`src/rtl/fft_pkg.sv`:
```
// rtl/fft_pkg.sv - shared widths and lane-packing helpers for the FFT datapath buffers
package fft_pkg;

  localparam int DEF_DATA_W = 32;
  localparam int CPLX_W     = 2 * DEF_DATA_W;

  // Width of a counter that must represent 0..n inclusive; never narrower than 1 bit.
  function automatic int clog2_p1(input int n);
    return (n < 1) ? 1 : $clog2(n + 1);
  endfunction

  function automatic int lane_lsb(input int lane, input int data_w);
    return lane * data_w;
  endfunction

endpackage

```
`src/rtl/cplx_pipe_stage.sv`:
```
// rtl/cplx_pipe_stage.sv - one pipeline stage: valid flag plus LANES complex words
module cplx_pipe_stage
  import fft_pkg::*;
#(
  parameter int DATA_W = 32,
  parameter int LANES  = 3
) (
  input  logic                    clk,
  input  logic                    rst_n,
  input  logic                    flush_i,
  input  logic                    load_i,
  input  logic                    up_valid_i,
  input  logic [LANES*DATA_W-1:0] up_re_i,
  input  logic [LANES*DATA_W-1:0] up_img_i,
  output logic                    valid_o,
  output logic [LANES*DATA_W-1:0] re_o,
  output logic [LANES*DATA_W-1:0] img_o
);

  logic                    valid_q, valid_d;
  logic [LANES*DATA_W-1:0] re_q, re_d;
  logic [LANES*DATA_W-1:0] img_q, img_d;

  // Data only moves with a real beat so idle stages do not toggle.
  always_comb begin
    valid_d = valid_q;
    re_d    = re_q;
    img_d   = img_q;
    if (flush_i) begin
      valid_d = 1'b0;
    end else if (load_i) begin
      valid_d = up_valid_i;
      if (up_valid_i) begin
        for (int l = 0; l < LANES; l++) begin
          re_d[lane_lsb(l, DATA_W) +: DATA_W]  = up_re_i[lane_lsb(l, DATA_W) +: DATA_W];
          img_d[lane_lsb(l, DATA_W) +: DATA_W] = up_img_i[lane_lsb(l, DATA_W) +: DATA_W];
        end
      end
    end
  end

  always_ff @(posedge clk or negedge rst_n) begin
    if (!rst_n) begin
      valid_q <= 1'b0;
      re_q    <= '0;
      img_q   <= '0;
    end else begin
      valid_q <= valid_d;
      re_q    <= re_d;
      img_q   <= img_d;
    end
  end

  assign valid_o = valid_q;
  assign re_o    = re_q;
  assign img_o   = img_q;

endmodule

```
`src/rtl/cplx_pipe_buf.sv`:
```
// rtl/cplx_pipe_buf.sv - DEPTH-stage complex sample buffer with bubble-collapsing valid/ready
module cplx_pipe_buf
  import fft_pkg::*;
#(
  parameter int DATA_W = 32,
  parameter int LANES  = 3,
  parameter int DEPTH  = 1
) (
  input  logic                          clk,
  input  logic                          rst_n,
  input  logic                          flush,
  input  logic                          in_valid,
  output logic                          in_ready,
  input  logic [LANES*DATA_W-1:0]       in_re,
  input  logic [LANES*DATA_W-1:0]       in_img,
  output logic                          out_valid,
  input  logic                          out_ready,
  output logic [LANES*DATA_W-1:0]       out_re,
  output logic [LANES*DATA_W-1:0]       out_img,
  output logic [clog2_p1(DEPTH)-1:0]    occupancy
);

  localparam int OCC_W = clog2_p1(DEPTH);
  localparam int BUS_W = LANES * DATA_W;

  logic [DEPTH-1:0] v;
  logic [DEPTH-1:0] adv;
  logic [DEPTH-1:0] up_v;
  logic [DEPTH-1:0] v_next;
  logic [BUS_W-1:0] st_re  [DEPTH];
  logic [BUS_W-1:0] st_img [DEPTH];
  logic [BUS_W-1:0] up_re  [DEPTH];
  logic [BUS_W-1:0] up_img [DEPTH];
  logic [OCC_W-1:0] occ_q, occ_d;

  // A stage may advance if any stage at or downstream of it is empty, or the sink accepts.
  always_comb begin
    logic acc;
    acc = out_ready;
    adv = '0;
    for (int k = DEPTH - 1; k >= 0; k--) begin
      acc    = acc | !v[k];
      adv[k] = acc;
    end
  end

  assign in_ready = adv[0] & !flush;

  always_comb begin
    up_v    = '0;
    up_v[0] = in_valid & in_ready;
    for (int k = 1; k < DEPTH; k++) begin
      up_v[k] = v[k-1];
    end
  end

  for (genvar k = 0; k < DEPTH; k++) begin : g_stage
    if (k == 0) begin : g_head
      assign up_re[k]  = in_re;
      assign up_img[k] = in_img;
    end else begin : g_body
      assign up_re[k]  = st_re[k-1];
      assign up_img[k] = st_img[k-1];
    end

    cplx_pipe_stage #(
      .DATA_W (DATA_W),
      .LANES  (LANES)
    ) u_stage (
      .clk        (clk),
      .rst_n      (rst_n),
      .flush_i    (flush),
      .load_i     (adv[k]),
      .up_valid_i (up_v[k]),
      .up_re_i    (up_re[k]),
      .up_img_i   (up_img[k]),
      .valid_o    (v[k]),
      .re_o       (st_re[k]),
      .img_o      (st_img[k])
    );
  end

  // Occupancy is registered alongside the stage valids, from their next-state values.
  always_comb begin
    occ_d = '0;
    for (int k = 0; k < DEPTH; k++) begin
      v_next[k] = flush ? 1'b0 : (adv[k] ? up_v[k] : v[k]);
      occ_d     = occ_d + OCC_W'(v_next[k]);
    end
  end

  always_ff @(posedge clk or negedge rst_n) begin
    if (!rst_n) begin
      occ_q <= '0;
    end else begin
      occ_q <= occ_d;
    end
  end

  assign occupancy = occ_q;
  assign out_valid = v[DEPTH-1];
  assign out_re    = st_re[DEPTH-1];
  assign out_img   = st_img[DEPTH-1];

endmodule

```
`config.mk`:
```
export PLATFORM = sky130hd
export DESIGN_NAME = cplx_pipe_buf
export DESIGN_NICKNAME = d
export VERILOG_FILES = /design/src/rtl/fft_pkg.sv /design/src/rtl/cplx_pipe_stage.sv /design/src/rtl/cplx_pipe_buf.sv
export SDC_FILE = /design/constraint.sdc
export NUM_CORES = 1
export LEC_CHECK = 0
export CAP_MARGIN = 20
export CELL_PAD_IN_SITES_DETAIL_PLACEMENT = 0
export CELL_PAD_IN_SITES_GLOBAL_PLACEMENT = 2
export CORE_MARGIN = 5
export CORE_UTILIZATION = 25
export DETAILED_ROUTE_END_ITERATION = 8
export PLACE_DENSITY = 0.82
export SYNTH_ARGS = -nofsm -noshare
export SYNTH_HDL_FRONTEND = slang
export SYNTH_SLANG_ARGS = --single-unit
```
`constraint.sdc`:
```
create_clock -name clk -period 2.25 [get_ports clk]
set_clock_uncertainty 0.05 [all_clocks]
set_input_delay 0.225 -clock clk [delete_from_list [all_inputs] [get_ports clk]]
set_output_delay 0.225 -clock clk [all_outputs]
set_load 0.005 [all_outputs]
```
**After elaboration in Yosys (flattened, before gate mapping)**

Cells that the tools add are included.

- Multiplexer cells: 2
- Bitwise operators: 4
- Reductions and logical operators: 4

Operator list:

| kind | count |
|---|---|
| $reduce_and A3 Y1 | 1 |
| $and A1 B1 Y1 | 2 |
| $logic_not A1 Y1 | 2 |
| $mux W1 | 2 |
| $reduce_bool A2 Y1 | 1 |
| $not A1 Y1 | 1 |
| $or A1 B1 Y1 | 1 |

- Flip-flop bits (word level): 193
- Bits of input ports: 197

**Depth between registers and ports, before layout**

Gate-level depths: netlist of the first run.

- Depth after elaboration: 6
- Gate-level depth with buffers: 5
- Gate-level depth less buffers: 3

**Cells and area by module**

From an unflattened synthesis of the first run, not the netlist that was laid out.

- Cells, all modules: 416
- Area, all modules: 7995.2 um^2

Modules (own cells, without submodules):

| module | instances | cells an instance | area an instance (um^2) |
|---|---|---|---|
| cplx_pipe_stage | 1 | 409 | 7931.4 |
| cplx_pipe_buf | 1 | 7 | 63.8 |

**Worst setup path before layout of the first run**

Ideal clock, no wire load.

- Path kind: reg2reg
- Start point: register g_stage[0].u_stage.valid_q
- End point: register g_stage[0].u_stage.re_q[15]
- Library setup time: 125 ps
- Arrival time: 1440 ps
- Path slack: 636 ps
- Cell stages (with the launch flop): 6
- Clock period less this slack: 1614 ps
- Cells stage by stage: dfrtp_1 nor2b_2 nor3b_4 buf_6 buf_8 mux2_2

- Cells in the longest elaborated chain, start to end: 5

Ends and longest elaborated chain:

| what | RTL line | text |
|---|---|---|
| from (decl) | cplx_pipe_stage.sv:20 | `logic valid_q, valid_d;` |
| from (signal assigned) | cplx_pipe_stage.sv:48 | `valid_q <= valid_d;` |
| $logic_not A1 Y1 (*) | cplx_pipe_buf.sv:42 | `acc = acc \| !v[k];` |
| $or A1 B1 Y1 (*) | cplx_pipe_buf.sv:42 |  |
| $and A1 B1 Y1 | cplx_pipe_buf.sv:47 | `assign in_ready = adv[0] & !flush;` |
| $and A1 B1 Y1 | cplx_pipe_buf.sv:51 | `up_v[0] = in_valid & in_ready;` |
| $reduce_and A3 Y1 (no line) (*) | -- |  |
| to (signal assigned) | cplx_pipe_stage.sv:49 | `re_q <= re_d;` |
| to (decl) | cplx_pipe_stage.sv:21 | `logic [LANES*DATA_W-1:0] re_q, re_d;` |

Every way passes the cells marked *; elsewhere a longest branch is shown, timed or not.
A chain may end at the register's enable or synchronous reset.

**Final worst setup path of the first run**

- Start point: register g_stage[0].u_stage.valid_q
- End point: output in_ready

- Cells in the longest elaborated chain, start to end: 3

Ends and longest elaborated chain:

| what | RTL line | text |
|---|---|---|
| $logic_not A1 Y1 | cplx_pipe_buf.sv:42 |  |
| $or A1 B1 Y1 | cplx_pipe_buf.sv:42 |  |
| $and A1 B1 Y1 | cplx_pipe_buf.sv:47 |  |
| to (decl) | cplx_pipe_buf.sv:13 | `output logic in_ready,` |

No other way between the ends.

==> run_results.csv, run 1 <==
group,metric,value,unit
power_and_ir_drop,vdd_ir_drop_max,372,µV
placement,dpl_cell_area,11700,µm²
critical_path,crit_slowest_cell,"clkdlybuf4s50_1",
timing,tightest_slew,0.419,ns
clock_network,clockRootBuffer,"clkbuf_16",
logic_synthesis,ys_warn_count,0,
logic_synthesis,synthCells,412,
final_layout,diodes,0,
critical_path,cp.required,1.98,ns
global_route,antenna_found_initial,0,
route,drtIter0Drc,174,
floorplanning,fp.dieW,181,µm
timing,timing.final.crit_share,87.8,%
route,drc,0,
logic_synthesis,postSynthAreaPerCell,17.7,µm²
route,wl,21600,µm
clock_network,clk_latency,0.42,ns
final_layout,drive_above_1_share,16.2,%
critical_path,max_stage_delay,0.52,ns
logic_synthesis,ys_seq_elements,193,
timing,slew_viol_final,0,
power_and_ir_drop,power_density,796,nW/µm²
route,dr_total_vias,4910,
final_layout,fin_util,42.7,%
clock_network,post_cts_resized,0,
global_route,grt_pass1_wl,33600,µm
global_route,grt_pass1_vias,5612,
timing,setup_tns,0,ns
timing,maxSlewHeadroom,72.1,%
placement,port-buffer-count,391,
critical_path,endpoint_kind,"output port",
timing,hold_viol,0,
clock_network,clkTransAtPathRegs,0.08,ns
critical_path,critical_path.top_delay_family,"buffers and inverters",
critical_path,crit_path_start_kind,"flip-flop",
critical_path,crit_path_cell_trace,"nor2b_2, nor2_1, clkdlybuf4s50_1",
timing,period_needed,1.98,ns
critical_path,crit_type,"flip-flop to output port",
final_layout,final_nets,1017,
floorplanning,dieHeight,181,µm
placement,dp_hpwl,16900,µm
critical_path,path_buf_inv,1,
global_route,track_usage,13.1,%
route,first_pass_iters,4,
final_layout,num-fill-cells,2669,
logic_synthesis,seq_area_frac_synth,66.2,%
timing,fmax,0.506,GHz
worst_hold_path,worstHoldPathType,"primary input to asynchronous set/reset pin",
route,final_antenna_net_count,0,
clock_network,htree_levels,4,
logic_synthesis,ys_types,10,
route,drt-vias-per-instance,4.04,
global_route,overflow,0,
logic_synthesis,syn-num-nets,609,
clock_network,cts_buffer_depth,2,
floorplanning,pin_count,392,
logic_synthesis,syn_area,7300,µm²
placement,preCtsSetupSlack,0.180,ns
placement,place_congestion,0.740,
floorplanning,initial_core_util,25.4,%
final_layout,area_delta_synth_final,68.5,%
outcome,status,"complete, no violations",
route,routedWlPerCell,17.8,µm
timing,rsz0062_at_grt,"false",
critical_path,path_max_fanout,3,
power_and_ir_drop,power,9.78,mW
floorplanning,die-area,32700,µm²
final_layout,fin_area,12300,µm²
flow_run,cap_violations,0,
timing,layout_setup_ws,0.275,ns
final_layout,layout_common_cells,"clkdlybuf4s50_1, dfrtp_1, mux2_1",
clock_network,cts_buffers,17,
timing,setup_viol,0,
floorplanning,core,28800,µm²
critical_path,cp.arrival,1.70,ns
floorplanning,fp-row-count,62,
power_and_ir_drop,p_leak,4.99,nW
final_layout,layout.cells.most_common,"clkdlybuf4s50_1",
clock_network,cts_sinks,193,
global_route,grt_start_max_net_pins,54,
clock_network,tritoncts,"done",
==> final timing paths <==
path / to / cells past startpoint / startpoint / slack, ns
min: g_stage[0].u_stage.re_o[82]$_DFFE_PN0P_ / 2 / rst_n / 0.29
max: in_ready / 3 / g_stage[0].u_stage.valid_o$_DFFE_PN0P_ / 0.27
max reg2reg: g_stage[0].u_stage.re_o[49]$_DFFE_PN0P_ / 5 / g_stage[0].u_stage.valid_o$_DFFE_PN0P_ / 0.31
max in group asynchronous: g_stage[0].u_stage.re_o[34]$_DFFE_PN0P_ / 3 / rst_n / 1.18
min reg2reg: g_stage[0].u_stage.img_o[65]$_DFFE_PN0P_ / 1 / g_stage[0].u_stage.img_o[65]$_DFFE_PN0P_ / 0.43
min in group clk: g_stage[0].u_stage.re_o[9]$_DFFE_PN0P_ / 2 / in_re[9] / 0.34
==> power by group <==
group | leakage [nW] | switching, mW | total, mW | internal, mW
combinational | 2.44 | 0.736 | 2.46 | 1.72
clock | 0.284 | 1.50 | 2.98 | 1.48
sequential | 2.27 | 0.283 | 4.34 | 4.06
==> sequential cells by signal, summed over array words and instances (netlist names) <==
| signal | flops |
|---|---|
| g_stage.u_stage.img_o | 96 |
| g_stage.u_stage.re_o | 96 |
| g_stage.u_stage.valid_o | 1 |
==> stage by stage <==
step	cells	hold WS [ns]
2_1_floorplan	412	-0.121
3_5_place_dp	1184	0.158
5_1_grt	1216	0.314
4_1_cts	1216	0.244
3_3_place_gp	1184	0.160
6_report	1216	0.287
==> synth_stat cells <==
cell type  count  area (µm²)
buf_2          1        5.00
buf_8          8         120
nor3b_4        1        18.8
mux2_1       110        1240
nor2_1         3        11.3
nor2b_2        1        8.76
buf_6         12         135
mux2_2        82         923
buf_4          1        7.51
dfrtp_1      193        4830
==> per-layer routing <==
layer	GRT usage (%)	part of all wire (%)
met5	0	0
met1	14.5	38
met2	22.7	51
met3	5.93	8.8
met4	3.96	2.1
==> cell type report <==
cell class                      instances  area [µm²]  area share (%)
Sequential cell                       193        4830            39.3
Timing Repair Buffer                  411        4210            34.2
Multi-Input combinational cell        197        2200            17.9
Tap cell                              384         480            3.91
Clock buffer                           17         425            3.46
Clock inverter                         14         150            1.22
==> logic make-up (layout without fill, tap and decap cells) <==
family	after synthesis	after routing	share of synthesized area [%]
buffers and inverters	22	442	3.67
and+or+nand+nor	5	5	0.531
DFF	193	193	66.2
muxes	192	192	29.6
==> worst reg2reg max path, delay by kind of cell, from the launching register on <==
family	cells	cell delay, ns
simple gates	2	0.50
flops	1	0.46
mux	1	0.35
buf+inv	2	0.46
==> timing repair <==
item                                   4_1_cts  5_1_grt
setup buffers                                0        0
hold buffers                                 1        0
endpoints found under the hold margin       44        0
Note: power is estimated with default switching activity, not from simulation.
==> run 2: changes to the inputs <==
ABC_AREA = 1   (was default)
CELL_PAD_IN_SITES_GLOBAL_PLACEMENT = 1   (was 2)
CORE_UTILIZATION = 29   (was 25)
==> run 2 against run 1 <==
Against the previous run: setup slack improved by 0.14 ns; synthesized cell count increased by 110%; hold slack got worse by 0.042 ns; critical path type unchanged; fmax increased by 7.6%; critical path depth decreased by 1; largest cell class unchanged; design area increased by 4.3%; global-route usage increased by 4.7 points; sequential power decreased by 2%; clock-buffer cell count increased by 2; clock power decreased by 2%; sequential share of layout area decreased by 1.6 points; power decreased by 1.3%.
==> run_results.csv, run 2 <==
group,metric,value,unit
logic_synthesis,ys_warn_count,0,
route,drt-vias-per-instance,4.89,
timing,timing.final.crit_share,81.6,%
placement,dp_hpwl,19500,µm
placement,place_congestion,0.785,
route,drtIter0Drc,501,
clock_network,htree_levels,4,
logic_synthesis,synth_top_flop_cell,"dfrtp_1",
logic_synthesis,synth_top_cell_by_area,"dfrtp_1",
timing,period_needed,1.84,ns
outcome,status,"complete, no violations",
critical_path,path_max_fanout,4,
flow_run,cap_violations,0,
logic_synthesis,ys_async_sr_fraction,100,%
global_route,grt_pass1_vias,7684,
clock_network,cts_buffers,17,
floorplanning,pin_count,392,
final_layout,num-fill-cells,2571,
route,drc,0,
clock_network,clkTransAtPathRegs,0.08,ns
power_and_ir_drop,p_leak,6.00,nW
final_layout,layout.cells.most_common,"clkdlybuf4s50_1",
timing,hold_slack,0.245,ns
logic_synthesis,seq_area_frac_synth,60.5,%
critical_path,endpoint_kind,"output port",
timing,hold_viol,0,
route,first_pass_iters,5,
worst_hold_path,worstHoldPathType,"primary input to flip-flop",
logic_synthesis,synth.most_common_cell,"nand2_1",
critical_path,cp.required,1.98,ns
placement,preCtsSetupSlack,0.351,ns
global_route,grt_pass1_wl,44300,µm
global_route,overflow,0,
timing,setup_tns,0,ns
floorplanning,core,27000,µm²
global_route,track_usage,17.9,%
critical_path,cp.arrival,1.56,ns
route,final_antenna_net_count,0,
final_layout,final_nets,1408,
clock_network,clockRootBuffer,"clkbuf_16",
logic_synthesis,postSynthAreaPerCell,9.27,µm²
clock_network,cts_sinks,193,
logic_synthesis,ys_seq_elements,193,
clock_network,cts_buffer_depth,2,
logic_synthesis,synth_common_cells,"nand2_1, dfrtp_1, nand4_1",
final_layout,area_delta_synth_final,60.8,%
critical_path,crit_type,"flip-flop to output port",
power_and_ir_drop,vdd_ir_drop_max,441,µV
timing,maxSlewHeadroom,55.3,%
power_and_ir_drop,power,9.66,mW
floorplanning,die-area,30900,µm²
logic_synthesis,synth_top_area_share,60.5,%
timing,tightest_slew,0.670,ns
power_and_ir_drop,power_density,753,nW/µm²
logic_synthesis,netlist_top_cells_area,"dfrtp_1, nand2_1, nand4_1, buf_2, buf_4",
floorplanning,initial_core_util,29.5,%
timing,fmax,0.544,GHz
timing,layout_setup_ws,0.413,ns
final_layout,drive_above_1_share,4.91,%
floorplanning,fp.dieW,176,µm
final_layout,layout_common_cells,"clkdlybuf4s50_1, nand2_1, dfrtp_1",
route,wl,28700,µm
final_layout,diodes,0,
floorplanning,fp-row-count,60,
global_route,grt_start_max_net_pins,129,
timing,rsz0062_at_grt,"false",
logic_synthesis,synth_edf_count,0,
logic_synthesis,ys_types,12,
placement,port-buffer-count,391,
route,dr_total_vias,7654,
logic_synthesis,syn-num-nets,1057,
timing,slew_viol_final,0,
logic_synthesis,synthCells,860,
route,routedWlPerCell,18.3,µm
timing,setup_viol,0,
clock_network,clk_latency,0.41,ns
global_route,antenna_found_initial,0,
clock_network,tritoncts,"done",
logic_synthesis,syn_area,7980,µm²
floorplanning,dieHeight,176,µm
clock_network,post_cts_resized,0,
critical_path,crit_path_start_kind,"flip-flop",
run 2: cell types whose count changed after synthesis, moves of 8 or more:
cell	previous run	this run
nand2_1	0	384
nand4_1	0	192
mux2_1	110	0
mux2_2	82	0
buf_2	1	55
buf_4	1	18
buf_6	12	2
clkbuf_1	0	10
buf_8	8	0
run 2: final cells by class:
| type | instances | area, µm² | area share (%) |
|---|---|---|---|
| Clock buffer | 19 | 433 | 3.37 |
| Clock inverter | 12 | 120 | 0.936 |
| Inverter | 2 | 12.5 | 0.0975 |
| Multi-Input combinational cell | 580 | 2690 | 21.0 |
| Sequential cell | 193 | 4830 | 37.6 |
| Tap cell | 341 | 427 | 3.33 |
| Timing Repair Buffer | 417 | 4320 | 33.6 |
run 2: logic make-up after synthesis:
logic type	after synthesis	synth area share, %
AOI/OAI and AO/OA	2	0.125
and+or+nand+nor	578	33.3
DFF	193	60.5
buffers and inverters	87	5.99
run 2: critical path, stage by stage (launching register included):
cell	delay, ns
dfrtp_1	0.46
a21oi_1	0.17
clkdlybuf4s50_1	0.51
run 2: where the power goes:
group / internal (mW) / switching (mW) / leakage [nW]
combinational: 1.46 / 0.989 / 3.34
clock: 1.47 / 1.46 / 0.271
sequential: 3.98 / 0.291 / 2.39
total: 6.91 / 2.74 / 6.00
run 2: what timing repair did:
item                      in CTS  in global routing
hold buffers                   1                  0
hold endpoints to repair      48                  0
setup buffers                  0                  0
run 2: path summary, 6_finish.rpt:
path	startpoint	end	slack, ns	cells after the start
setup / recovery	g_stage[0].u_stage.valid_o$_DFFE_PN0P_	in_ready	0.41	2
min in group asynchronous	rst_n	g_stage[0].u_stage.img_o[36]$_DFFE_PN0P_	0.29	2
max in group asynchronous	rst_n	g_stage[0].u_stage.img_o[52]$_DFFE_PN0P_	1.15	3
hold reg to reg	g_stage[0].u_stage.img_o[92]$_DFFE_PN0P_	g_stage[0].u_stage.img_o[92]$_DFFE_PN0P_	0.42	2
setup reg to reg	g_stage[0].u_stage.valid_o$_DFFE_PN0P_	g_stage[0].u_stage.img_o[51]$_DFFE_PN0P_	0.65	4
hold / removal	in_valid	g_stage[0].u_stage.re_o[85]$_DFFE_PN0P_	0.25	4
run 2: per-layer routing:
metal | up-vias | part of all wire (%) | global-route usage (%)
li1 | 3618 | - | -
met1 | 3681 | 41 | 22.3
met2 | 321 | 47 | 29.3
met3 | 34 | 9.1 | 6.11
met4 | 0 | 2.2 | 5.72
met5 | - | 0 | 0
run 2: per-stage QoR:
step	std cells	instance area (µm²)	utilization [%]
global placement	1532	12300	45.4
CTS	1564	12800	47.5
detailed placement	1532	12300	45.4
global route	1564	12800	47.5
finish	1564	12800	47.5
floorplan	860	7980	-
